File: src/rtl/ps2_key_source.sv
// ps2_key_source: PS/2 keyboard deframer with F0/E0 prefix folding and a key event FIFO.
// Define PS2KB_TYPEMATIC_FILTER_EN to suppress typematic auto-repeat makes.
module ps2_key_source #(
    parameter int FIFO_DEPTH  = 8,
    parameter int FILTER_LEN  = 4,
    parameter int TIMEOUT_CYC = 50000
) (
    input  logic       clk,
    input  logic       rst,
    input  logic       ps2_clk,
    input  logic       ps2_data,
    input  logic       rd_ack,
    input  logic       clr_err,
    output logic [9:0] ps2kb_key,
    output logic       overflow,
    output logic       frame_err
);
    localparam int AW = $clog2(FIFO_DEPTH);
    localparam int FW = $clog2(FILTER_LEN + 1);
    localparam int WW = $clog2(TIMEOUT_CYC + 1);

    typedef enum logic [1:0] {IDLE, DATA, PARITY, STOP} state_t;

    logic [1:0]    clk_sync, dat_sync;
    logic          clk_s, dat_s, filt, flip, fall;
    logic [FW-1:0] fcnt;
    state_t        state;
    logic [2:0]    bit_cnt;
    logic [7:0]    sr;
    logic          par, brk_pend;
    logic [WW-1:0] wd;
    logic          good, is_f0, is_e0, rep, push, timeout, err_ev;
    logic [8:0]    mem [FIFO_DEPTH];
    logic [AW:0]   wp, rp, wp_n, rp_n;
    logic          empty, full, pop, acc, drop;
    logic [8:0]    wr_data, head_n;

    assign clk_s = clk_sync[1];
    assign dat_s = dat_sync[1];
    assign flip  = (clk_s != filt) && (fcnt == FW'(FILTER_LEN - 1));
    assign fall  = flip && filt;

    always_ff @(posedge clk) begin
        if (rst) begin
            clk_sync <= 2'b11;
            dat_sync <= 2'b11;
            filt     <= 1'b1;
            fcnt     <= '0;
        end else begin
            clk_sync <= {clk_sync[0], ps2_clk};
            dat_sync <= {dat_sync[0], ps2_data};
            filt     <= flip ? clk_s : filt;
            fcnt     <= (clk_s == filt || flip) ? '0 : fcnt + FW'(1);
        end
    end

    assign good    = fall && state == STOP && dat_s && ^{sr, par};
    assign is_f0   = sr == 8'hF0;
    assign is_e0   = sr == 8'hE0;
    assign push    = good && !is_f0 && !is_e0 && !rep;
    assign timeout = state != IDLE && !fall && wd == WW'(TIMEOUT_CYC - 1);
    assign err_ev  = timeout || (fall && ((state == IDLE && dat_s) || (state == STOP && !good)));

    always_ff @(posedge clk) begin
        if (rst) begin
            state    <= IDLE;
            bit_cnt  <= '0;
            sr       <= '0;
            par      <= 1'b0;
            brk_pend <= 1'b0;
            wd       <= '0;
        end else begin
            wd <= (state == IDLE || fall || timeout) ? '0 : wd + WW'(1);
            if (timeout) begin
                state    <= IDLE;
                brk_pend <= 1'b0;
            end else if (fall) begin
                case (state)
                    IDLE: begin
                        state   <= dat_s ? IDLE : DATA;
                        bit_cnt <= '0;
                    end
                    DATA: begin
                        sr      <= {dat_s, sr[7:1]};
                        bit_cnt <= bit_cnt + 3'd1;
                        state   <= (bit_cnt == 3'd7) ? PARITY : DATA;
                    end
                    PARITY: begin
                        par   <= dat_s;
                        state <= STOP;
                    end
                    default: begin
                        state    <= IDLE;
                        brk_pend <= good ? (is_f0 ? 1'b1 : (is_e0 ? brk_pend : 1'b0)) : 1'b0;
                    end
                endcase
            end
        end
    end

`ifdef PS2KB_TYPEMATIC_FILTER_EN
    logic [7:0] held;
    logic       held_vld;
    assign rep = held_vld && held == sr && !brk_pend;
    always_ff @(posedge clk) begin
        if (rst) begin
            held     <= '0;
            held_vld <= 1'b0;
        end else if (good && !is_f0 && !is_e0) begin
            held     <= brk_pend ? held : sr;
            held_vld <= brk_pend ? (held_vld && held != sr) : 1'b1;
        end
    end
`else
    assign rep = 1'b0;
`endif

    // A pop in the same cycle frees a slot, so a push into a full FIFO still lands.
    assign empty   = wp == rp;
    assign full    = (wp ^ rp) == {1'b1, {AW{1'b0}}};
    assign pop     = rd_ack && !empty;
    assign acc     = push && (!full || pop);
    assign drop    = push && !acc;
    assign wr_data = {brk_pend, sr};
    assign wp_n    = wp + (AW + 1)'(acc);
    assign rp_n    = rp + (AW + 1)'(pop);
    assign head_n  = (acc && rp_n[AW-1:0] == wp[AW-1:0]) ? wr_data : mem[rp_n[AW-1:0]];

    always_ff @(posedge clk) begin
        if (acc) mem[wp[AW-1:0]] <= wr_data;
    end

    always_ff @(posedge clk) begin
        if (rst) begin
            wp        <= '0;
            rp        <= '0;
            ps2kb_key <= '0;
            overflow  <= 1'b0;
            frame_err <= 1'b0;
        end else begin
            wp        <= wp_n;
            rp        <= rp_n;
            ps2kb_key <= (wp_n == rp_n) ? 10'h000 : {1'b1, head_n};
            overflow  <= drop ? 1'b1 : (clr_err ? 1'b0 : overflow);
            frame_err <= err_ev ? 1'b1 : (clr_err ? 1'b0 : frame_err);
        end
    end
endmodule

File: config.mk
export PLATFORM = sky130hd
export DESIGN_NAME = ps2_key_source
export DESIGN_NICKNAME = d
export VERILOG_FILES = /design/src/rtl/ps2_key_source.sv
export SDC_FILE = /design/constraint.sdc
export NUM_CORES = 1
export LEC_CHECK = 0
export ABC_AREA = 1
export CORE_MARGIN = 5
export CORE_UTILIZATION = 57
export CTS_BUF_LIST = sky130_fd_sc_hd__clkbuf_16
export CTS_CLUSTER_DIAMETER = 40
export DETAILED_ROUTE_END_ITERATION = 10
export DONT_BUFFER_PORTS = 1
export PLACE_DENSITY = 0.79
export SLEW_MARGIN = 5
export SYNTH_ARGS = -nofsm -noshare
export SYNTH_HDL_FRONTEND = slang
export SYNTH_SLANG_ARGS = --single-unit
File: constraint.sdc
create_clock -name clk -period 3.2 [get_ports clk]
set_clock_uncertainty 0.2 [all_clocks]
set_input_delay 0.16 -clock clk [delete_from_list [all_inputs] [get_ports clk]]
set_output_delay 0.16 -clock clk [all_outputs]
set_load 0.02 [all_outputs]
==> metrics.csv <==
stage;metric;value;unit
status;result_of_the_run;finished clean;
cts;cts-buffers-inserted;17;
global_route;gr-usage-all-layers;0.221;
route;drt-vias-per-instance;5.58;
logic_synthesis;synth_cell_type_count;35;
route;postRouteAntennaNets;0;
setup_path;worstSetupPathDepth;12;
cts;tritoncts_clock_tree;done;
timing;final.period_utilization;0.944;
timing;period_minus_slack;3.02;ns
final_layout;layout_area_growth_over_synthesis;18.4;%
setup_path;worstReg2RegStart;wp[1];
floorplanning;start_util;0.576;
setup_path;type_of_element_launching_the_critical_path;register;
placed_design;buffer_ports.inserted;0;
logic_synthesis;synth_enable_flop_cells;72;
timing;setup_tns;0;ns
pwr;pwr_density_cell;581;nW/um^2
floorplanning;core_area;9590;sq um
final_layout;final_layout_size_suffix_gt1_frac;0.160;
final_layout;filler_cell_count;681;
setup_path;worst_path_dominant_cell_family;simple AND/OR/NAND/NOR gates;
logic_synthesis;post_synth_instance_area;5520;sq um
setup_path;cp_data_required_time;3.35;ns
global_route;grt_antenna_before_repair;0;
timing;tightestPinTransition;0.906;ns
pwr;vdd.ir_drop.worst;304;uV
setup_path;cp_max_fo;15;
logic_synthesis;ys_seq_area_frac;0.605;
timing;fmaxAchievable;0.331;GHz
timing;max-slew-margin-rel;0.394;
placed_design;detailedPlacementHpwl;7890;microns
pwr;p_leak;0.00256;uW
global_route;largest_net_degree_at_the_start_of_global_routing;39;
cts;root_buffer_master;clkbuf_16;
setup_path;path_buf_inv;1;
placed_design;gp_congestion;0.880;
setup_path;path_depth_of_the_worst_reg2reg_path;12;
timing;timing.final.ws_setup;0.180;ns
placed_design;postPlaceCellArea;5780;sq um
logic_synthesis;synth.top_cell.area_share;0.391;
global_route;first_global_vias;4123;
timing;maxSlewViolCount;0;
setup_path;critPathCapture;ps2kb_key[6];
route;drt_drc_violations_left;0;
logic_synthesis;yosysWarnings;0;
logic_synthesis;asyncSetResetFlopFracSynth;0;
route;detailedRoute.firstPassIterationCount;5;
setup_path;timing.critical_path.slowest_stage_cell;dfxtp_2;
logic_synthesis;synth_largest_area_cell;edfxtp_1;
cts;clkSlewWorstSetupHoldPaths;0.06;ns
floorplanning;fp.dieW;108;microns
final_layout;final_cell_area;6540;sq um
cts;htreeDepth;4;
setup_path;r2r-end;ps2kb_key[6];
floorplanning;fp.dieH;108;microns
route;dr.first_iter.drc_count;319;
logic_synthesis;synth_area_per_cell;9.71;sq um
setup_path;rrSetupSlack;0.18;ns
setup_path;end_kind;register;
setup_path;worstPathArrival;3.17;ns
route;routed_wire_length_per_instance;16.5;microns
final_layout;antennaDiodeCount;0;
setup_path;timing.setup.critical_path_class;reg -> reg;
hold_path;hold_path.class;in -> reg;
cts;cts-root-to-sink-buffers;2;
floorplanning;floorplan.rows;36;
timing;hold_viol;0;
logic_synthesis;syn_inst;569;
cts;worst_skew_pair.late_latency;0.41;ns
logic_synthesis;synth_fp_nets;584;
route;drt_wl_total;12300;microns
placed_design;preCtsSetupSlack;0.147;ns
final_layout;num-nets-final;615;
job;cap_violations;0;
logic_synthesis;ys_ff_latch;131;
setup_path;worstSetupStartpoint;wp[1];
timing;worst_hold_slack;0.130;ns
timing;grt_setup_unrepaired;false;
cts;number_of_clock_sinks;131;
logic_synthesis;netlist_top_cells_area;edfxtp_1 (39%), dfxtp_1 (21%), nand2_1 (7.1%);
setup_path;ordered_cell_list_for_the_critical_path;or2_1 > a21oi_1 > a31oi_1 > ha_1 > ha_1 > or2_2 > nand2_8 > clkinvlp_2 > a221oi_1 > or2_2 > nor2_1 > nor2_1;
route;detailroute.via_count;4164;
global_route;grt_remaining_overflow;0;
floorplanning;num_io_pins;18;
setup_path;crit_path_max_incr_delay;0.38;ns
logic_synthesis;yosys_most_used_dff;edfxtp_1;
timing;report.final.setup_viol;0;
floorplanning;floorplan.die_area;11800;sq um
global_route;grt_pass1_wl;19900;microns
metal layers:
layer / track usage / up-vias / routed length (microns)
met5: 0 / - / 0
met4: 0.0893 / 0 / 274
met3: 0.0519 / 27 / 756
met2: 0.372 / 141 / 6370
met1: 0.275 / 1983 / 4910
li1: - / 2013 / -
metrics by stage:
stage	power, uW	utilization	std cells
2_1_floorplan	1810	-	569
3_3_place_gp	1800	0.603	706
3_5_place_dp	1800	0.603	706
4_1_cts	3810	0.671	742
5_1_grt	3900	0.682	746
6_report	3800	0.682	746
layout make-up:
cell class                      instances  area (sq um)  share of cell area
Clock buffer                           17           425              0.0650
Multi-Input combinational cell        360          1920               0.294
Clock inverter                         15           193              0.0295
Tap cell                              133           166              0.0254
Timing Repair inverter                  1          5.00            0.000765
Inverter                               57           220              0.0337
Sequential cell                       131          3340               0.511
Timing Repair Buffer                   32           263              0.0402
layout by cell type, fill, tap and decap left out, drive strengths merged:
master	n
a211oi	2
a21oi	58
a221oi	16
a31oi	4
a32o	1
and3	2
buf	28
bufinv	3
clkbuf	17
clkinv	5
clkinvlp	3
dfxtp	59
dlygate4sd3	4
edfxtp	72
ha	9
inv	62
nand2	106
nand3	28
nand3b	1
nand4	5
nor2	60
nor3	17
nor3b	3
nor4	1
o21ai	17
o22ai	2
or2	15
xnor2	4
xor2	9
how the worst min path moves through the flow:
stage                   to  cells after the start     from  slack, ns
2_1_floorplan  clk_sync[0]                      1  ps2_clk       0.06
3_3_place_gp    bit_cnt[1]                      1      rst       0.03
3_5_place_dp    bit_cnt[2]                      1      rst       0.03
4_1_cts           overflow                      5   rd_ack       0.06
5_1_grt           overflow                      5   rd_ack       0.15
6_report          overflow                      5   rd_ack       0.13
worst register-to-register path, stage by stage, from the launching register on:
cell and delay, ns:
dfxtp_2 0.38, or2_1 0.25, a21oi_1 0.18, a31oi_1 0.10, ha_1 0.20, ha_1 0.19
or2_2 0.35, nand2_8 0.15, clkinvlp_2 0.30, a221oi_1 0.33, or2_2 0.19, nor2_1 0.05
nor2_1 0.09
logic make-up after synthesis:
family | Yosys count | synth area share
AOI/OAI and AO/OA | 99 | 0.105
xor gates and xnor gates | 13 | 0.0220
adders and majority gates | 9 | 0.0204
buffers and inverters | 79 | 0.0573
DFF | 131 | 0.605
and+or+nand+nor | 238 | 0.190
repair_timing:
item                       CTS  global route
hold buffers                 4             0
setup endpoints to repair    0             9
hold endpoints to repair    43             0
gates resized for setup      0            12
setup buffers                0             2
sequential cells by signal, indices dropped and copies added (netlist names):
| signal | count |
|---|---|
| bit_cnt | 3 |
| brk_pend | 1 |
| clk_sync | 2 |
| dat_sync | 2 |
| fcnt | 3 |
| filt | 1 |
| frame_err | 1 |
| mem | 72 |
| overflow | 1 |
| par | 1 |
| ps2kb_key | 10 |
| rp | 4 |
| sr | 8 |
| state | 2 |
| wd | 16 |
| wp | 4 |
cells in the mapped netlist (2+ instances only):
| library cell | n |
|---|---|
| a211oi_1 | 2 |
| a21oi_1 | 58 |
| a221oi_1 | 16 |
| a31oi_1 | 2 |
| and3_1 | 2 |
| buf_1 | 4 |
| buf_2 | 10 |
| buf_4 | 2 |
| clkbuf_1 | 6 |
| clkinv_1 | 2 |
| dfxtp_1 | 59 |
| edfxtp_1 | 72 |
| ha_1 | 9 |
| inv_1 | 44 |
| inv_2 | 11 |
| nand2_1 | 105 |
| nand3_1 | 28 |
| nand4_1 | 5 |
| nor2_1 | 60 |
| nor3_1 | 15 |
| nor3_4 | 2 |
| nor3b_1 | 3 |
| o21ai_0 | 15 |
| o21ai_1 | 2 |
| o22ai_1 | 2 |
| or2_1 | 2 |
| or2_2 | 13 |
| xnor2_1 | 4 |
| xor2_1 | 8 |
power breakdown:
part           internal [uW]  total [uW]  switching (uW)
Sequential              1760        1760            1.06
Combinational           6.58        17.4            10.9
Clock                   1250        2020             775
Total                   3010        3800             787
Power figures use the tool's default switching activity.
